<file path="config.mk">
export PLATFORM = sky130hd
export DESIGN_NAME = execute_stage
export DESIGN_NICKNAME = d
export VERILOG_FILES = /design/src/rtl/execute_stage.sv
export SDC_FILE = /design/constraint.sdc
export NUM_CORES = 1
export LEC_CHECK = 0
export BUFFER_PORTS_ARGS = -buffer_cell sky130_fd_sc_hd__buf_2
export CAP_MARGIN = 10
export CORE_MARGIN = 4
export CORE_UTILIZATION = 40
export DETAILED_ROUTE_END_ITERATION = 10
export PLACE_DENSITY_LB_ADDON = 0.1
export SETUP_SLACK_MARGIN = 0.1
export SLEW_MARGIN = 5
export SYNTH_ARGS = -nofsm -noshare
export SYNTH_HDL_FRONTEND = slang
export SYNTH_SLANG_ARGS = --single-unit
</file>
<file path="constraint.sdc">
create_clock -name clk -period 6.75 [get_ports clk]
set_input_delay 0.3375 -clock clk [delete_from_list [all_inputs] [get_ports clk]]
set_output_delay 0.3375 -clock clk [all_outputs]
set_load 0.1 [all_outputs]
</file>
<file path="src/rtl/execute_stage.sv">
// rtl/execute_stage.sv - MIPS execute stage: forwarding, ALU and EX/MEM pipeline register
module execute_stage #(
    parameter int WIDTH = 32,
    parameter int REGW  = 5
) (
    input  logic             clk,
    input  logic             rst_n,
    input  logic             valid_e,
    input  logic [2:0]       alucontrol_e,
    input  logic [WIDTH-1:0] rd1_e,
    input  logic [WIDTH-1:0] rd2_e,
    input  logic [WIDTH-1:0] signimm_e,
    input  logic             alusrc_e,
    input  logic             regwrite_e,
    input  logic             memtoreg_e,
    input  logic             memwrite_e,
    input  logic [REGW-1:0]  writereg_e,
    input  logic [1:0]       forwarda_e,
    input  logic [1:0]       forwardb_e,
    input  logic [WIDTH-1:0] result_w,
    input  logic             stall_e,
    input  logic             flush_e,
    output logic             valid_m,
    output logic             regwrite_m,
    output logic             memtoreg_m,
    output logic             memwrite_m,
    output logic [WIDTH-1:0] aluout_m,
    output logic [WIDTH-1:0] writedata_m,
    output logic [REGW-1:0]  writereg_m,
    output logic             zero_m,
    output logic             overflow_m
);

    localparam logic [2:0] OP_AND  = 3'b000;
    localparam logic [2:0] OP_OR   = 3'b001;
    localparam logic [2:0] OP_ADD  = 3'b010;
    localparam logic [2:0] OP_NONE = 3'b011;
    localparam logic [2:0] OP_ANDN = 3'b100;
    localparam logic [2:0] OP_ORN  = 3'b101;
    localparam logic [2:0] OP_SUB  = 3'b110;
    localparam logic [2:0] OP_SLT  = 3'b111;

    logic             valid_q, regwrite_q, memtoreg_q, memwrite_q, zero_q, overflow_q;
    logic [WIDTH-1:0] aluout_q, writedata_q;
    logic [REGW-1:0]  writereg_q;

    logic             valid_d, regwrite_d, memtoreg_d, memwrite_d, zero_d, overflow_d;
    logic [WIDTH-1:0] aluout_d, writedata_d;
    logic [REGW-1:0]  writereg_d;

    logic [WIDTH-1:0] srca, fwd_b, srcb, alu_y, sum, diff;
    logic             alu_ovf;

    // Operand forwarding; select 11 behaves like 00 (register-file data)
    always_comb begin
        case (forwarda_e)
            2'b01:   srca = result_w;
            2'b10:   srca = aluout_q;
            default: srca = rd1_e;
        endcase
        case (forwardb_e)
            2'b01:   fwd_b = result_w;
            2'b10:   fwd_b = aluout_q;
            default: fwd_b = rd2_e;
        endcase
        srcb = alusrc_e ? signimm_e : fwd_b;
    end

    // ALU with signed overflow flag for add/sub
    always_comb begin
        sum     = srca + srcb;
        diff    = srca - srcb;
        alu_y   = '0;
        alu_ovf = 1'b0;
        case (alucontrol_e)
            OP_AND:  alu_y = srca & srcb;
            OP_OR:   alu_y = srca | srcb;
            OP_ADD: begin
                alu_y   = sum;
                alu_ovf = (srca[WIDTH-1] == srcb[WIDTH-1]) && (sum[WIDTH-1] != srca[WIDTH-1]);
            end
            OP_NONE: alu_y = '0;
            OP_ANDN: alu_y = srca & ~srcb;
            OP_ORN:  alu_y = srca | ~srcb;
            OP_SUB: begin
                alu_y   = diff;
                alu_ovf = (srca[WIDTH-1] != srcb[WIDTH-1]) && (diff[WIDTH-1] != srca[WIDTH-1]);
            end
            OP_SLT:  alu_y = {{(WIDTH-1){1'b0}}, ($signed(srca) < $signed(srcb))};
            default: alu_y = '0;
        endcase
    end

    // EX/MEM next state: flush beats stall; an invalid instruction loads a bubble
    always_comb begin
        valid_d     = valid_q;
        regwrite_d  = regwrite_q;
        memtoreg_d  = memtoreg_q;
        memwrite_d  = memwrite_q;
        zero_d      = zero_q;
        overflow_d  = overflow_q;
        aluout_d    = aluout_q;
        writedata_d = writedata_q;
        writereg_d  = writereg_q;
        if (flush_e || (!stall_e && !valid_e)) begin
            valid_d     = 1'b0;
            regwrite_d  = 1'b0;
            memtoreg_d  = 1'b0;
            memwrite_d  = 1'b0;
            zero_d      = 1'b0;
            overflow_d  = 1'b0;
            aluout_d    = '0;
            writedata_d = '0;
            writereg_d  = '0;
        end else if (!stall_e) begin
            valid_d     = 1'b1;
            regwrite_d  = regwrite_e;
            memtoreg_d  = memtoreg_e;
            memwrite_d  = memwrite_e;
            zero_d      = (alu_y == '0);
            overflow_d  = alu_ovf;
            aluout_d    = alu_y;
            writedata_d = fwd_b;
            writereg_d  = writereg_e;
        end
    end

    // EX/MEM pipeline register, cleared asynchronously on reset
    always_ff @(posedge clk or negedge rst_n) begin
        if (!rst_n) begin
            valid_q     <= 1'b0;
            regwrite_q  <= 1'b0;
            memtoreg_q  <= 1'b0;
            memwrite_q  <= 1'b0;
            zero_q      <= 1'b0;
            overflow_q  <= 1'b0;
            aluout_q    <= '0;
            writedata_q <= '0;
            writereg_q  <= '0;
        end else begin
            valid_q     <= valid_d;
            regwrite_q  <= regwrite_d;
            memtoreg_q  <= memtoreg_d;
            memwrite_q  <= memwrite_d;
            zero_q      <= zero_d;
            overflow_q  <= overflow_d;
            aluout_q    <= aluout_d;
            writedata_q <= writedata_d;
            writereg_q  <= writereg_d;
        end
    end

    assign valid_m     = valid_q;
    assign regwrite_m  = regwrite_q;
    assign memtoreg_m  = memtoreg_q;
    assign memwrite_m  = memwrite_q;
    assign zero_m      = zero_q;
    assign overflow_m  = overflow_q;
    assign aluout_m    = aluout_q;
    assign writedata_m = writedata_q;
    assign writereg_m  = writereg_q;

endmodule

</file>
==> results of run 1 <==
flip-flops by register name (all words and copies together) (netlist names):
signal	flops
aluout_m	32
writedata_m	32
writereg_m	5
memtoreg_m	1
memwrite_m	1
overflow_m	1
regwrite_m	1
valid_m	1
zero_m	1
metal layers:
metal / GRT usage (%) / routed length [µm]
met1: 45.8 / 19000
met2: 45.4 / 17800
met3: 7.71 / 4640
met4: 5.16 / 499
met5: 0 / 0
how the worst min path moves through the flow:
stage,endpoint,depth (start not counted),slack (ns)
after floorplan,aluout_m[0],0,0.04
after global placement,writedata_m[19],2,0.46
after detailed placement,writedata_m[31],2,0.47
after CTS,memwrite_m,1,0.19
after global routing,memtoreg_m,2,0.22
final,memwrite_m,1,0.15
per-stage QoR:
stage / std cells / hold WS, ns / utilization [%] / cell area, µm² / worst slack (ns)
floorplan: 1286 / 0.0419 / - / 9420 / 1.73
global placement: 1744 / 0.457 / 46.7 / 10700 / 1.17
detailed placement: 1744 / 0.465 / 46.7 / 10700 / 1.06
CTS: 1760 / 0.186 / 47.9 / 11000 / 1.39
global route: 1760 / 0.223 / 47.9 / 11000 / 0.818
finish: 1760 / 0.146 / 47.9 / 11000 / 1.26
kinds of logic (layout without fill, tap and decap cells):
kind of cell               Yosys count  after routing  synth area share [%]
AOI/OAI and AO/OA                  495            495                  35.5
xor gates and xnor gates            57             57                  5.30
adders and majority gates           93             93                  11.9
buffers and inverters              178            339                  7.27
DFF                                 75             75                  19.9
muxes                               11             11                  1.18
and+or+nand+nor                    377            377                  18.9
worst register-to-register path, stage by stage (launching register included):
cell and delay, ns:
dfrtp_1 0.46, a221o_1 0.37, o21ai_0 0.08, o21ai_0 0.25, ha_1 0.35, fa_1 0.45
o21ba_2 0.22, a2111o_1 0.47, a2111oi_0 0.40, buf_4 0.21, or3_1 0.15, a211oi_1 0.08
buf_4 0.19, nor2_1 0.14, nor2_1 0.07, a2111oi_0 0.56, nand4_1 0.19, nor4_2 0.16
a32o_2 0.19
layout by cell type (no fill, tap or decap), drive strengths merged, types with 10 or more instances in the layout:
cell type	netlist	final
xnor2	57	57
o211ai	13	13
o31ai	24	24
a22o	34	34
nor2b	17	17
nor3	35	35
inv	79	79
a221oi	14	14
nand2	163	163
maj3	23	23
nor2	64	64
nand3	17	17
o21ai	156	156
clkbuf	78	10
a21oi	83	83
nor4	12	12
a211oi	15	15
a221o	20	20
mux2i	10	10
nand4	18	18
a21o	10	10
buf	21	244
dfrtp	75	75
nand2b	12	12
a22oi	42	42
ha	68	68
power by group through the flow:
| stage | sequential (W) | combinational, W | clock [W] |
|---|---|---|---|
| 2_1_floorplan | 0.000645 | 0.000754 | 0 |
| 3_3_place_gp | 0.000498 | 0.00128 | 0 |
| 3_5_place_dp | 0.000498 | 0.00127 | 0 |
| 4_1_cts | 0.000490 | 0.00127 | 0.000452 |
| 5_1_grt | 0.000493 | 0.00140 | 0.000471 |
| 6_report | 0.000491 | 0.00131 | 0.000447 |
cell type report:
type | count | area (µm²) | share of cell area, %
multi-input combinational | 1033 | 6870 | 62.5
inverter | 79 | 297 | 2.70
timing repair buffer | 244 | 1280 | 11.6
tap | 313 | 392 | 3.57
clock inverter | 6 | 42.5 | 0.387
sequential | 75 | 1880 | 17.1
clock buffer | 10 | 229 | 2.09
==> out/qor.yml, run 1 <==
status: "complete, no violations"
drtIter0Drc: 1314
cp-startpoint: "forwardb_e[0]"
cts_tree: "done"
leakagePower_nw: 4.99
crit_path_start_kind: "primary input"
die_h_um: 161
postCtsHoldBufs: 0
io_pins: 224
yosysMostFrequentCell: "nand2_1"
hold_class: "in2async"
crit_fanout: 34
vdd_drop_max_v: 0.000119
r2r-start: "aluout_m[0]"
r2r_slack_ns: 1.71
post_synth_main_area_contributors: "dfrtp_1 (20%), ha_1 (9.0%), o21ai_0 (8.2%)"
worst-setup-path-type: "in2reg"
timing.rr.end: "zero_m"
timing.setup.tns_ns: 0
clk_pin_slew_ns: 0.06
synth_area_per_cell_um2: 7.32
path_cells: "buf_2 > inv_1 > ha_1 > buf_4 > nor2_1 > a222oi_1 > ha_1 > inv_1 > o211ai_1 > a311oi_1 > o31ai_2 > nor3_2 > nor2_1 > a221o_1 > a22o_1 > or4_1 > nor4_2 > a32o_2"
die-area_um2: 26100
wirelength_mm: 42.0
reg2reg_depth: 18
synthCells: 1286
cts_max_path_buffers: 2
diodes: 0
initial_utilization_pct: 41.1
ys_warn_count: 0
num_rows: 55
grt_pass1_vias: 10200
dieWidth_um: 161
grt_use_total_pct: 30.7
min_period_ns: 5.49
synthDistinctLibCells: 80
cp.required_ns: 7.02
syn_nets: 1505
dr.pass1.iters: 5
clk_latency_ns: 0.34
combPwrFrac_pct: 58.2
grt_pass1_wl_mm: 63.1
setup_viol: 0
synth_top_cell_area_share_pct: 19.9
cts_buffers: 9
io_buffers: 223
synth_ff_type: "dfrtp_1"
switchingPower_w: 0.00112
yosysTopAreaCell: "dfrtp_1"
drv_slew: 0
cap_violations: 0
hold_viol_final: 0
seqPwrFrac_pct: 21.9
synth_edf_count: 0
clkPwrFrac_pct: 19.9
fin_crit_sh_pct: 81.3
p_int_w: 0.00112
swShare_pct: 49.9
core_um2: 22900
fmax_mhz: 182
yosys-top-cells-count: "nand2_1 (163), o21ai_0 (154), a21oi_1 (83)"
ctsResizeCount: 0
routed_via_density: 6.23
slew_headroom_pct: 28.1
post_cts_buffers: 0
root_buffer: "clkbuf_16"
drive_above_1_share_pct: 19.5
arrival_ns: 5.76
overflow: 0
fin_skew_ns: 0.00852
cp-end-kind: "flip-flop"
p_total_w: 0.00224
drc: 0
synth-seq-cells: 75
rsz0062_at_grt: "false"
drtAntennaViolNets: 0
crit_buf_inv: 4
ys_seq_area_share_pct: 19.9
grt_max_degree: 76
synth_area_um2: 9420
fillers: 2429
dp_hpwl_mm: 33.0
antenna_found_initial: 0
gp_congestion: 0.962
powerDensity_nw_per_um2: 204
area_delta_synth_final_pct: 16.6
wire_per_inst_um: 23.8
crit_path_end: "zero_m"
finalNetCount: 1661
crit_cells: 18
via_count: 11000
h-tree-depth: 3
cpMaxStageDelayCell: "a222oi_1"
critPathTopFamily: "compound AO/OA/AOI/OAI gates"
tightest_slew_ns: 1.08
slowest_delay_ns: 0.77
cts.sinks: 75
ys_async_sr_fraction_pct: 100
Note: power is estimated with default switching activity, not from simulation.
==> run 2, diff against run 1 <==
- clock period: 6.75 -> 5.25 ns (I/O delays scaled with it)
==> out/qor.yml, run 2 (synthesized netlist as in run 1, its figures left out) <==
tightest_slew_ns: 1.05  # -0.0256 ns
io_buffers: 223  # unchanged
hold_viol_final: 0  # unchanged
pre_cts_slack_ns: -0.0245  # -1.09 ns
p_total_w: 0.00314  # +40%
min_period_ns: 4.89
drc: 0  # unchanged
grt_pass1_wl_mm: 63.7  # +1.1%
multi_input_area_um2: 6890  # +0.31%
fin_cells: 1846  # +4.9%
slew_headroom_pct: 29.5  # +1.4 points
postCtsHoldBufs: 0  # unchanged
powerDensity_nw_per_um2: 268  # +31%
rsz0062_at_grt: "false"
wirelength_mm: 42.8  # +2.0%
crit_fanout: 33  # -2.9%
drive_above_1_share_pct: 24.3  # +4.8 points
routed_via_density: 6.12  # -1.8%
drtAntennaViolNets: 0  # unchanged
grt_use_total_pct: 31.2  # +0.49 points
via_count: 11300  # +3.0%
setup_viol: 0  # unchanged
vdd_drop_max_v: 0.000160  # +35%
fmax_mhz: 204
cap_violations: 0  # unchanged
die-area_um2: 26100  # unchanged
path_cells: "buf_2 > inv_1 > ha_1 > buf_4 > nor2b_1 > o31ai_1 > buf_4 > ha_1 > or4_4 > a2111oi_4 > buf_4 > o31a_1 > nor3_1 > o31ai_1 > o21ai_0 > nor4b_1 > buf_4 > nand4_1 > nor4_2 > a32o_2"
leakagePower_nw: 5.43  # +8.9%
clk_latency_ns: 0.34  # about the same
cts_max_path_buffers: 2  # unchanged
post_cts_buffers: 0  # unchanged
clk_pin_slew_ns: 0.06  # about the same
cp-end-kind: "flip-flop"
core_um2: 22900  # unchanged
root_buffer: "clkbuf_16"
dieWidth_um: 161  # unchanged
wire_per_inst_um: 23.2  # -2.8%
cts_buffers: 9  # unchanged
crit_path_start_kind: "primary input"
grt_pass1_vias: 10500  # +3.0%
fin_skew_ns: 0.0108  # +0.00231 ns
seqCellArea_um2: 1880  # unchanged
io_pins: 224  # unchanged
ctsResizeCount: 0  # unchanged
finalNetCount: 1746  # +5.1%
antenna_found_initial: 1  # +1
crit_buf_inv: 6  # +2
worst-setup-path-type: "in2reg"
dp_hpwl_mm: 34.4  # +4.4%
initial_utilization_pct: 41.1  # unchanged
cts.sinks: 75  # unchanged
final_common_cell: "buf_2"
most-common-layout-cells: "buf_2 (222), nand2_1 (163), o21ai_0 (153), buf_4 (107), a21oi_1 (83)"
dr.pass1.iters: 8  # +3
fin_crit_sh_pct: 93.2
grt_max_degree: 76  # unchanged
cpMaxStageDelayCell: "or4_4"
setup_slack_ns: 0.360  # -0.903 ns
area_delta_synth_final_pct: 24.2
h-tree-depth: 3  # unchanged
timing.setup.tns_ns: 0  # unchanged
drtIter0Drc: 1256  # -4.4%
hold_class: "in2async"
cts_tree: "done"
gp_congestion: 0.979  # +1.7%
fillers: 2380  # -2.0%
slowest_delay_ns: 0.56  # -0.21 ns
critPathTopFamily: "compound AO/OA/AOI/OAI gates"
overflow: 0  # unchanged
cp.required_ns: 5.53  # -1.49 ns
status: "complete, no violations"
num_rows: 55  # unchanged
arrival_ns: 5.17  # -0.59 ns
placed_cells: 1829  # +4.9%
path_common_cell: "buf_4"
drv_slew: 0  # unchanged
die_h_um: 161  # unchanged
==> run 2: area by class of cell <==
class / instances / area share [%]
Clock inverter: 7 / 0.845
Tap cell: 313 / 3.35
Antenna cell: 1 / 0.0214
Clock buffer: 9 / 1.93
Timing Repair Buffer: 329 / 16.4
Sequential cell: 75 / 16.0
Multi-Input combinational cell: 1033 / 58.9
Inverter: 79 / 2.54
==> run 2: power by group <==
part | internal (W) | switching (W) | total (W)
clock | 0.000420 | 0.000262 | 0.000681
sequential | 0.000604 | 0.0000270 | 0.000631
combinational | 0.000631 | 0.00119 | 0.00182
==> run 2: layer usage <==
metal	GRT usage, %	part of all wire, %
met1	46.6	44
met2	46.6	43
met3	6.56	11
met4	6.13	1.6
met5	0	0
==> run 2: path summary, 6_finish.rpt <==
check / from / cells past startpoint / slack, ns / end
min in group clk: memwrite_e / 2 / 0.13 / memwrite_m
max in group asynchronous: rst_n / 1 / 4.53 / writedata_m[31]
worst min-delay path: rst_n / 1 / 0.06 / regwrite_m
worst min register to register: writedata_m[20] / 2 / 0.48 / writedata_m[20]
worst max-delay path: forwardb_e[0] / 20 / 0.36 / zero_m
worst max register to register: aluout_m[0] / 16 / 0.40 / zero_m
==> run 2: through the flow <==
step                hold slack [ns]  instance area (µm²)  util [%]
finish                       0.0583                11700      51.0
CTS                           0.118                11700      50.9
floorplan                   -0.0331                 9420         -
global placement              0.456                11300      49.5
detailed placement            0.465                11300      49.5
global route                  0.132                11700      51.0
